`src/rtl/cnn1d_feeder.sv`:
```
// cnn1d_feeder: buffers an upstream sample stream in a show-ahead FIFO,
// feeds exactly FRAME_LEN samples per frame into a cnn1d core, collects the
// core's WORN/OK result and publishes one report per frame with a wrapping
// frame id.
// Optional feature: define CNN1D_FEEDER_TIMEOUT_EN to bound the result wait
// to TIMEOUT_CYCLES; on expiry a report with out_timeout=1 is produced.
module cnn1d_feeder #(
    parameter int DATA_WIDTH     = 32,
    parameter int FRAME_LEN      = 260,
    parameter int FIFO_DEPTH     = 16,
    parameter int FRAME_ID_WIDTH = 8,
    parameter int TIMEOUT_CYCLES = 4096
) (
    input  logic                      clk,
    input  logic                      rst,
    input  logic                      src_valid,
    output logic                      src_ready,
    input  logic [DATA_WIDTH-1:0]     src_data,
    output logic                      feed_valid,
    input  logic                      feed_ready,
    output logic [DATA_WIDTH-1:0]     feed_data,
    input  logic                      res_valid,
    input  logic                      res_condition,
    output logic                      res_ready,
    output logic                      out_valid,
    input  logic                      out_ready,
    output logic                      out_condition,
    output logic [FRAME_ID_WIDTH-1:0] out_frame_id,
    output logic                      out_timeout,
    output logic                      busy
);

    localparam int AW  = (FIFO_DEPTH > 1) ? $clog2(FIFO_DEPTH) : 1;
    localparam int CW  = AW + 1;
    localparam int SCW = $clog2(FRAME_LEN + 1);

    typedef enum logic [1:0] {
        ST_IDLE     = 2'd0,
        ST_STREAM   = 2'd1,
        ST_WAIT_RES = 2'd2,
        ST_REPORT   = 2'd3
    } state_e;

    // FIFO storage and bookkeeping
    logic [DATA_WIDTH-1:0] mem_q [FIFO_DEPTH];
    logic [AW-1:0]         wr_ptr_q;
    logic [AW-1:0]         rd_ptr_q;
    logic [CW-1:0]         count_q;
    logic [CW-1:0]         count_d;
    logic                  src_ready_q;
    logic                  wr_en_s;
    logic                  rd_en_s;

    // Frame control
    state_e                    state_q;
    logic [SCW-1:0]            sample_cnt_q;
    logic                      feed_valid_q;
    logic                      res_ready_q;
    logic                      out_valid_q;
    logic                      out_condition_q;
    logic [FRAME_ID_WIDTH-1:0] out_frame_id_q;
    logic                      busy_q;

`ifdef CNN1D_FEEDER_TIMEOUT_EN
    localparam int TW = $clog2(TIMEOUT_CYCLES + 1);
    logic [TW-1:0] timer_q;
    logic          out_timeout_q;
`endif

    // Handshake qualifiers and next FIFO occupancy
    always_comb begin
        wr_en_s = src_valid && src_ready_q;
        rd_en_s = feed_valid_q && feed_ready;
        count_d = count_q;
        if (wr_en_s && !rd_en_s) begin
            count_d = count_q + CW'(1);
        end else if (!wr_en_s && rd_en_s) begin
            count_d = count_q - CW'(1);
        end else begin
            count_d = count_q;
        end
    end

    // Sample storage; contents need no reset because occupancy gates every read
    always_ff @(posedge clk) begin
        if (wr_en_s) begin
            mem_q[wr_ptr_q] <= src_data;
        end
    end

    // FIFO pointers, occupancy and registered not-full flag
    always_ff @(posedge clk or negedge rst) begin
        if (!rst) begin
            wr_ptr_q    <= AW'(0);
            rd_ptr_q    <= AW'(0);
            count_q     <= CW'(0);
            src_ready_q <= 1'b0;
        end else begin
            if (wr_en_s) begin
                wr_ptr_q <= wr_ptr_q + AW'(1);
            end
            if (rd_en_s) begin
                rd_ptr_q <= rd_ptr_q + AW'(1);
            end
            count_q     <= count_d;
            src_ready_q <= (count_d != CW'(FIFO_DEPTH));
        end
    end

    // Frame sequencer with registered handshake and report outputs
    always_ff @(posedge clk or negedge rst) begin
        if (!rst) begin
            state_q         <= ST_IDLE;
            sample_cnt_q    <= SCW'(0);
            feed_valid_q    <= 1'b0;
            res_ready_q     <= 1'b0;
            out_valid_q     <= 1'b0;
            out_condition_q <= 1'b0;
            out_frame_id_q  <= FRAME_ID_WIDTH'(0);
            busy_q          <= 1'b0;
`ifdef CNN1D_FEEDER_TIMEOUT_EN
            timer_q         <= TW'(0);
            out_timeout_q   <= 1'b0;
`endif
        end else begin
            case (state_q)
                ST_IDLE: begin
                    if (count_q != CW'(0)) begin
                        // No reads happen in IDLE, so the FIFO stays non-empty.
                        state_q      <= ST_STREAM;
                        sample_cnt_q <= SCW'(0);
                        feed_valid_q <= 1'b1;
                        busy_q       <= 1'b1;
                    end else begin
                        state_q <= ST_IDLE;
                    end
                end
                ST_STREAM: begin
                    if (rd_en_s && (sample_cnt_q == SCW'(FRAME_LEN - 1))) begin
                        state_q      <= ST_WAIT_RES;
                        sample_cnt_q <= SCW'(0);
                        feed_valid_q <= 1'b0;
                        res_ready_q  <= 1'b1;
`ifdef CNN1D_FEEDER_TIMEOUT_EN
                        timer_q      <= TW'(0);
`endif
                    end else if (rd_en_s) begin
                        sample_cnt_q <= sample_cnt_q + SCW'(1);
                        feed_valid_q <= (count_d != CW'(0));
                    end else begin
                        // Without a read occupancy cannot fall, so a raised
                        // feed_valid holds until its handshake.
                        feed_valid_q <= (count_d != CW'(0));
                    end
                end
                ST_WAIT_RES: begin
                    if (res_valid) begin
                        state_q         <= ST_REPORT;
                        res_ready_q     <= 1'b0;
                        out_valid_q     <= 1'b1;
                        out_condition_q <= res_condition;
`ifdef CNN1D_FEEDER_TIMEOUT_EN
                        out_timeout_q   <= 1'b0;
                    end else if (timer_q == TW'(TIMEOUT_CYCLES - 1)) begin
                        state_q         <= ST_REPORT;
                        res_ready_q     <= 1'b0;
                        out_valid_q     <= 1'b1;
                        out_condition_q <= 1'b0;
                        out_timeout_q   <= 1'b1;
                    end else begin
                        timer_q <= timer_q + TW'(1);
                    end
`else
                    end else begin
                        state_q <= ST_WAIT_RES;
                    end
`endif
                end
                ST_REPORT: begin
                    if (out_ready) begin
                        state_q        <= ST_IDLE;
                        out_valid_q    <= 1'b0;
                        busy_q         <= 1'b0;
                        out_frame_id_q <= out_frame_id_q + FRAME_ID_WIDTH'(1);
                    end else begin
                        state_q <= ST_REPORT;
                    end
                end
                default: begin
                    state_q      <= ST_IDLE;
                    feed_valid_q <= 1'b0;
                    res_ready_q  <= 1'b0;
                    out_valid_q  <= 1'b0;
                    busy_q       <= 1'b0;
                end
            endcase
        end
    end

    assign src_ready     = src_ready_q;
    assign feed_valid    = feed_valid_q;
    assign feed_data     = mem_q[rd_ptr_q];
    assign res_ready     = res_ready_q;
    assign out_valid     = out_valid_q;
    assign out_condition = out_condition_q;
    assign out_frame_id  = out_frame_id_q;
    assign busy          = busy_q;
`ifdef CNN1D_FEEDER_TIMEOUT_EN
    assign out_timeout   = out_timeout_q;
`else
    assign out_timeout   = 1'b0;
`endif

endmodule

```
`config.mk`:
```
export PLATFORM = sky130hd
export DESIGN_NAME = cnn1d_feeder
export DESIGN_NICKNAME = d
export VERILOG_FILES = /design/src/rtl/cnn1d_feeder.sv
export SDC_FILE = /design/constraint.sdc
export NUM_CORES = 1
export LEC_CHECK = 0
export CORE_MARGIN = 2
export CORE_UTILIZATION = 36
export CTS_CLUSTER_DIAMETER = 50
export DETAILED_ROUTE_END_ITERATION = 10
export PLACE_DENSITY = 0.5
export SLEW_MARGIN = 15
export SYNTH_ARGS = -nofsm -noshare
export SYNTH_HDL_FRONTEND = slang
export SYNTH_SLANG_ARGS = --single-unit
```
`constraint.sdc`:
```
create_clock -name clk -period 8.95 [get_ports clk]
set_clock_uncertainty 0.2 [all_clocks]
set_input_delay 2.685 -clock clk [delete_from_list [all_inputs] [get_ports clk]]
set_output_delay 2.685 -clock clk [all_outputs]
set_load 0.05 [all_outputs]
```
# Word level (Yosys, flattened, before mapping)
# Memories as Yosys holds them, arrays and structs flattened.
# Cells that the tools add are included.
# Widths: inputs -> output; s select.
[op_classes]
n_eq_ne = 10
mux = 23
addsub = 6
n_reduce_logical = 21
[op_table]
columns = ["op", "count"]
rows = [
  ["$mux 9", 3],
  ["$pmux 9 s2", 1],
  ["$reduce_and 3->1", 4],
  ["$mux 1", 10],
  ["$mux 5", 2],
  ["$reduce_bool 5->1", 2],
  ["$add 9x1->9 const B", 1],
  ["$eq 9x9->1 const B", 1],
  ["$add 4x1->4 const B", 2],
  ["$add 8x1->8 const B", 1],
  ["$ne 2x2->1 const B", 4],
  ["$pmux 1 s2", 4],
  ["$pmux 2 s4", 1],
  ["$reduce_bool 2->1", 4],
  ["$reduce_and 2->1", 3],
  ["$add 5x1->5 const B", 1],
  ["$logic_and 1x1->1", 5],
  ["$ne 5x5->1 const B", 1],
  ["$sub 5x1->5 const B", 1],
  ["$eq 2x2->1 const B", 2],
  ["$mux 2", 2],
  ["$ne 3x3->1 const B", 1],
  ["$eq 2x1->1 const B", 1],
  ["$logic_not 1->1", 2],
  ["$logic_not 2->1", 1],
]
[totals]
n_memories = 1
ff_bits = 38
ramBits = 512
input_bits = 39
[memory_table]
columns = ["name", "depth", "width", "read_ports", "rd_clocked_by_memory_dff", "write_ports", "line_no", "text"]
rows = [
  ["mem_q", 16, 32, 1, 0, 1, "45", "logic [DATA_WIDTH-1:0] mem_q [FIFO_DEPTH];"],
]

# Longest topological paths before layout
# Gate-level depths: netlist (run 1).
[logic_depth]
word_depth = 8
ltp_mapped = 7
ltp_nobuf = 7

# Worst setup path after synthesis (run 1)
# OpenSTA, ideal clock, no wires.
[synth_path]
kind = "input -> register"
start = "in src_valid"
end = "mem mem_q[3][0] (enable)"
path_buffers = 1
required_ps = 8289
setup_slack_ps = 2798
setup_ps = 461
t_arrival_ps = 5491
cell_stages = 4
cell_sequence = "and2_1 clkbuf_1 nand2_1 nor3_1"
[synth_between]
elab_chain_cells = 3
[synth_rtl]
columns = ["item", "line_no", "text"]
rows = [
  ["start, declared", "16", "input logic src_valid,"],
  ["$logic_and 1x1->1", "72", "wr_en_s = src_valid && src_ready_q;"],
  ["$mux 1", "86", "if (wr_en_s) begin"],
  ["$mux 1 (implied by the code)", "87", "mem_q[wr_ptr_q] <= src_data;"],
  ["end, declared", "45", ""],
]
# Every way passes these cells.

# Worst setup path in the final report (run 1)
[layout_path]
start = "reg rd_ptr_q[0]"
end = "out feed_data[27]"
[layout_between]
elab_chain_cells = 1
[layout_rtl]
columns = ["item", "line_no", "text"]
rows = [
  ["start, declared", "47", "logic [AW-1:0] rd_ptr_q;"],
  ["start signal, assigned", "103", "rd_ptr_q <= rd_ptr_q + AW'(1);"],
  ["$mem_v2 16x32", "--", ""],
  ["end, declared", "21", "output logic [DATA_WIDTH-1:0] feed_data,"],
]
# Every way passes these cells.

==> qor.txt, run 1 <==
Largest area contributor in the netlist: edfxtp_1
Port Buffers: 84
Max-Cap Viols: 0
Top post-synthesis cells by area: edfxtp_1, mux4_2, dfrtp_1
Gpl congestion: 0.682
Placed cell area: 23100 um2
Post-synth ARST share: 6.91%
Routed WL per cell: 25.4 um
Outcome: complete, no violations
Max Slew Vio Count: 0
Tmin final: 6940 ps
CTS tree: yes
Total routing usage reported by global routing: 16.1%
GRT overflow: 0
Setup WS pre-CTS: 2530 ps
Detailed Route WL: 47600 um
Max stage delay cell, worst path: dfrtp_4
Filler instances: 4906
Skew-Pair Late Insertion Delay: 600 ps
Die width: 247 um
Worst-path clk slew: 50 ps
Num ports: 86
CP arrival: 4050 ps
Core region area: 58000 um2
P per Cell Area: 342 nW/um2
Max rail drop VDD: 0.000285 V
Biggest fanout along the worst timing path: 39
Mapped Cells: 920
Die footprint: 60900 um2
Worst Tran Pin Value: 1030 ps
Finished Layout Cells: 1877
Setup TNS: 0 ps
Top cell type's share of synthesized area: 72.5%
Worst setup margin: 2010 ps
Library cells used by synthesis: 47
DRT iter0 DRCs: 907
Clock Sinks: 550
Count leader, synth: edfxtp_1
H-tree Lvls: 3
Clock buffer count from CTS: 69
Final Cell Area: 25300 um2
Synth Flop Type: edfxtp_1
Leak: 8.07 nW
Worst setup SP type: flip-flop
RSZ-0062 raised after global routing: false
Critical Path Most Common Cell: mux4_2
Share of cells above drive strength 1: 28.0%
Vias in the first global route: 10432
Placed Cells incl. Taps: 1751
F_max: 0.144 GHz
Final Hold Fails: 0
Ant. Diodes: 0
Antenna violations before repair: 2
Synthesized area per cell: 23.1 um2
Design Power: 8.67 mW
Critical path type: reg -> out
Slew HR: 31.3%
Required @ worst endpoint: 6070 ps
WP buf/inv: 2
Row count: 88
Hold buffer count at CTS: 0
First-pass GRT wire length: 70200 um
Maximum number of pins on one net before global-route repair: 76
Post-cts resize count: 0
CP endpoint kind: output pin
Post-synthesis cell area: 21200 um2
Nets: 1105
Post-synthesis sequential area ratio: 76.9%
HPWL after DPL: 24900 um
Fin crit share: 77.5%
Most frequent cells after synthesis: edfxtp_1, mux4_2, dfrtp_1
Synthesis-stage register bit count: 550
Hold slack: 270 ps
Slowest stage delay, CP: 960 ps
CP cell instances: buf_4 > mux4_2 > mux4_2 > clkdlybuf4s50_1
Final Setup Violations: 0
DR vias: 9722
Syn. warnings: 0
Net Count, Synth: 968
Max Root-Sink Buffers: 3
TritonRoute pass-1 iters: 4
Initial core utilization: 36.6%
Core Util, Final: 43.7%
DRC viols: 0
Number of enable flip-flop cells after synthesis: 512
Area Overhead vs Synth: 19.4%
Path type of the worst min-delay path: reg -> reg
Chip height: 247 um
CTS root buffer: clkbuf_16
Vias per inst: 5.18
Post-route ant nets: 0
Post-CTS setup buffers: 0
Critical path's top delay family: buffers and inverters
## power by group
part / switching (mW) / leakage [nW] / internal (mW)
Combinational: 1.45 / 1.88 / 1.15
Sequential: 0.252 / 5.10 / 3.10
Clock: 1.07 / 1.08 / 1.64
## layout make-up
type / instances / area (um2) / share of cell area [%]
Clock buffer: 97 / 1930 / 7.60
Sequential cell: 550 / 16300 / 64.5
Timing Repair Buffer: 109 / 1050 / 4.14
Clock inverter: 29 / 319 / 1.26
Inverter: 9 / 33.8 / 0.133
Tap cell: 765 / 957 / 3.78
Multi-Input combinational cell: 318 / 4710 / 18.6
## final timing paths
check	start	end	slack (ps)	cells after the start
hold reg to reg	sample_cnt_q[8]$_DFFE_PN0P_	sample_cnt_q[8]$_DFFE_PN0P_	270	1
setup / recovery	rd_ptr_q[0]$_DFFE_PN0P_	feed_data[27]	2010	4
setup reg to reg	src_ready$_DFF_PN0_	mem_q[12][29]$_DFFE_PP_	5980	4
max in group asynchronous	rst	rd_ptr_q[0]$_DFFE_PN0P_	5880	1
hold / removal	sample_cnt_q[8]$_DFFE_PN0P_	sample_cnt_q[8]$_DFFE_PN0P_	270	1
min in group asynchronous	rst	wr_ptr_q[2]$_DFFE_PN0P_	2020	1
## cells by family after synthesis
family | after synthesis | share of synthesized area, %
buffers and inverters | 52 | 1.36
AO/OA/AOI/OAI | 37 | 1.19
adder cells (fa/ha/maj) | 9 | 0.531
flip-flops | 550 | 76.9
XOR/XNOR | 18 | 0.743
other | 1 | 0.0177
multiplexers | 163 | 17.1
AND/OR/NAND/NOR | 90 | 2.08
## worst reg2reg max path, delay by kind of cell (launching register included)
kind | cells | cell delay (ps)
buffers and inverters | 1 | 440
DFF | 1 | 390
and+or+nand+nor | 3 | 1610
## cells in the final DEF (no fill, tap or decap), drive strengths merged, types with 2 or more instances in the layout
cell type,synthesis,routed
a21oi,6,6
nand4,6,6
buf,26,26
mux2,2,2
xnor2,16,16
clkinv,0,11
inv,9,20
clkinvlp,0,3
and2,4,4
or4b,2,2
clkbuf,17,97
o21ai,16,16
nand2b,5,5
and3,5,5
xor2,2,2
nand2,27,27
clkdlybuf4s50,0,83
o31ai,4,4
ha,9,9
nand3,5,5
dfrtp,38,38
mux4,160,160
nor3,5,5
nor2b,2,2
edfxtp,512,512
nor2,24,24
bufinv,0,4
## sequential cells by signal, summed over array words and instances (netlist names)
register and flops:
busy 1, feed_valid 1, sample_cnt_q 9, out_frame_id 8, wr_ptr_q 4, mem_q 512, out_condition 1, count_q 5
res_ready 1, out_valid 1, src_ready 1, rd_ptr_q 4, state_q 2
## per-layer routing
metal | vias up | GRT usage, % | part of all wire [%]
met5 | - | 0 | 0.048
li1 | 4167 | - | -
met3 | 79 | 3.52 | 4.3
met2 | 204 | 25.5 | 48
met1 | 5268 | 22.4 | 45
met4 | 4 | 4.59 | 2.0
No activity file was read; power rests on OpenSTA's default activity.
==> run 2, diff against run 1 <==
--- a/config.mk
+++ b/config.mk
@@ -9,7 +9,7 @@
 export CORE_UTILIZATION = 36
 export CTS_CLUSTER_DIAMETER = 50
 export DETAILED_ROUTE_END_ITERATION = 10
-export PLACE_DENSITY = 0.5
+export PLACE_DENSITY = 0.52
 export SLEW_MARGIN = 15
 export SYNTH_ARGS = -nofsm -noshare
 export SYNTH_HDL_FRONTEND = slang
==> constraint.sdc (replaced) <==
create_clock -name clk -period 5.8 [get_ports clk]
set_clock_uncertainty 0.2 [all_clocks]
set_input_delay 1.74 -clock clk [delete_from_list [all_inputs] [get_ports clk]]
set_output_delay 1.74 -clock clk [all_outputs]
set_load 0.05 [all_outputs]
==> run 2 against run 1 <==
Effect of this change: flip-flop and latch count unchanged; count of clock-buffer cells in the layout fell by 16; sequential share of layout area is 0.73 points higher; sequential power increased by 48%; combinational power increased by 63%; total power increased by 48%; clock power rose by 32%; register-to-register slack lost 2700 ps; die area stayed put; global-route usage shrank 0.29 points; via count shrank 0.61%; critical path type unchanged; highest routed layer unchanged.
==> qor.txt, run 2 (synthesized netlist as in run 1, its figures left out) <==
Outcome: complete, no violations
Finished Layout Cells: 1869 (-0.43%)
Register name with the most flops: mem_q
Commonest non-fill, non-tap cell in the layout: edfxtp_1
HPWL after DPL: 24000 um (-3.8%)
Hold slack: 276 ps (+6.31 ps)
Placed cell area: 23200 um2 (+0.42%)
GRT overflow: 0 (unchanged)
Switching pwr: 4.14 mW (+49%)
Post-cts resize count: 0 (unchanged)
Clock buffer count from CTS: 58 (-16%)
Nets: 1101 (-0.36%)
Tmin final: 5280 ps
F_max: 0.189 GHz
First-pass GRT wire length: 69300 um (-1.3%)
Slew HR: 39.3% (+8.0 points)
Worst-path clk slew: 50 ps (about the same)
Maximum number of pins on one net before global-route repair: 72 (-5.3%)
Core region area: 58000 um2 (unchanged)
Post-CTS setup buffers: 0 (unchanged)
Clock Sinks: 550 (unchanged)
Routed WL per cell: 24.9 um (-1.7%)
Gate power share: 33.2% (+3.2 points)
Commonest cells after routing, fill and taps aside: edfxtp_1, mux4_2, clkdlybuf4s50_1
CTS root buffer: clkbuf_16
Worst setup SP type: flip-flop
Max Slew Vio Count: 0 (unchanged)
Post-route ant nets: 0 (unchanged)
Worst setup margin: 520 ps (-1490 ps)
Switching Share: 32.3% (+0.27 points)
Initial core utilization: 36.6% (unchanged)
H-tree Lvls: 2 (-1)
Skew-Pair Late Insertion Delay: 600 ps (about the same)
Biggest fanout along the worst timing path: 49 (+26%)
Die footprint: 60900 um2 (unchanged)
Area Overhead vs Synth: 18.1%
Chip height: 247 um (unchanged)
Int Power: 8.67 mW (+47%)
Num ports: 86 (unchanged)
Port Buffers: 84 (unchanged)
Max rail drop VDD: 0.000275 V (-3.3%)
Detailed Route WL: 46600 um (-2.1%)
Final Setup Violations: 0 (unchanged)
Reg2reg path depth: 4 (unchanged)
Setup TNS: 0 ps (unchanged)
Path type of the worst min-delay path: reg -> reg
Final Cell Area: 25000 um2 (-1.1%)
Max Root-Sink Buffers: 3 (unchanged)
Clock Power Share: 27.9% (-3.4 points)
Share of cells above drive strength 1: 27.4% (-0.56 points)
Leak: 7.93 nW (-1.7%)
Antenna violations before repair: 3 (+1)
Hold buffer count at CTS: 0 (unchanged)
Design Power: 12.8 mW (+48%)
Total routing usage reported by global routing: 15.8% (-0.29 points)
TritonRoute pass-1 iters: 5 (+1)
P per Cell Area: 511 nW/um2 (+49%)
Placed Cells incl. Taps: 1758 (+0.40%)
Gpl congestion: 0.708 (+3.9%)
CP endpoint kind: output pin
Worst Tran Pin Value: 910 ps (-118 ps)
DRT iter0 DRCs: 648 (-29%)
Register share of total power: 38.9% (+0.2 points)
Max reg flops: 512 (unchanged)
RSZ-0062 raised after global routing: false
Final Hold Fails: 0 (unchanged)
Vias in the first global route: 10476 (+0.42%)
Setup WS pre-CTS: 1090 ps (-1450 ps)
CP arrival: 3340 ps (-710 ps)
CTS tree: yes
Fin crit share: 91.0%
DR vias: 9663 (-0.61%)
Hold depth: 1 (unchanged)
Core Util, Final: 43.2% (-0.49 points)
Vias per inst: 5.17 (-0.18%)
Row count: 88 (unchanged)
Required @ worst endpoint: 3860 ps (-2210 ps)
Max-Cap Viols: 0 (unchanged)
Die width: 247 um (unchanged)
Critical path type: reg -> out
DRC viols: 0 (unchanged)
run 2: per-layer routing:
metal	vias to the layer above	GRT usage [%]	routed length (um)
met5	-	0	35
met4	6	4.66	1140
met3	85	3.43	2330
met2	220	26.2	23200
met1	5187	20.9	19900
li1	4165	-	-
run 2: layout make-up:
type,instances,area (um2)
clock buffers,81,1610
well taps,765,957
multi-input cells,318,4710
repair buffers,116,1150
flip-flops and latches,550,16300
inverters,9,33.8
fillers,4909,33000
diodes,2,5.00
clock inverters,28,249
run 2: critical path: stages, from the launching register on:
cell and delay (ps):
dfrtp_4 500, buf_12 380, mux4_2 560, mux4_2 520, clkdlybuf4s50_1 730
run 2: power groups by stage:
| stage | Combinational [mW] | Sequential [mW] | Clock [mW] |
|---|---|---|---|
| 2_1_floorplan | 3.12 | 4.98 | 0 |
| 3_3_place_gp | 4.34 | 5.06 | 0 |
| 3_5_place_dp | 4.35 | 5.07 | 0 |
| 4_1_cts | 4.36 | 4.99 | 3.67 |
| 5_1_grt | 4.52 | 5.03 | 3.81 |
| 6_report | 4.25 | 4.98 | 3.57 |
run 2: path summary, 6_finish.rpt:
check / start / to / slack (ps)
setup reg to reg: src_ready$_DFF_PN0_ / mem_q[5][20]$_DFFE_PP_ / 3260
min in group asynchronous: rst / out_frame_id[2]$_DFFE_PN0P_ / 1070
max in group asynchronous: rst / rd_ptr_q[0]$_DFFE_PN0P_ / 3650
setup / recovery: rd_ptr_q[0]$_DFFE_PN0P_ / feed_data[10] / 520
hold reg to reg: sample_cnt_q[8]$_DFFE_PN0P_ / sample_cnt_q[8]$_DFFE_PN0P_ / 280
hold / removal: sample_cnt_q[8]$_DFFE_PN0P_ / sample_cnt_q[8]$_DFFE_PN0P_ / 280
==> run 3, diff against run 2 <==
--- a/config.mk
+++ b/config.mk
@@ -14,3 +14,4 @@
 export SYNTH_ARGS = -nofsm -noshare
 export SYNTH_HDL_FRONTEND = slang
 export SYNTH_SLANG_ARGS = --single-unit
+export TNS_END_PERCENT = 30
==> results of run 3 <==
Same layout as run 2: the final DEF is identical, and so are final timing and power.
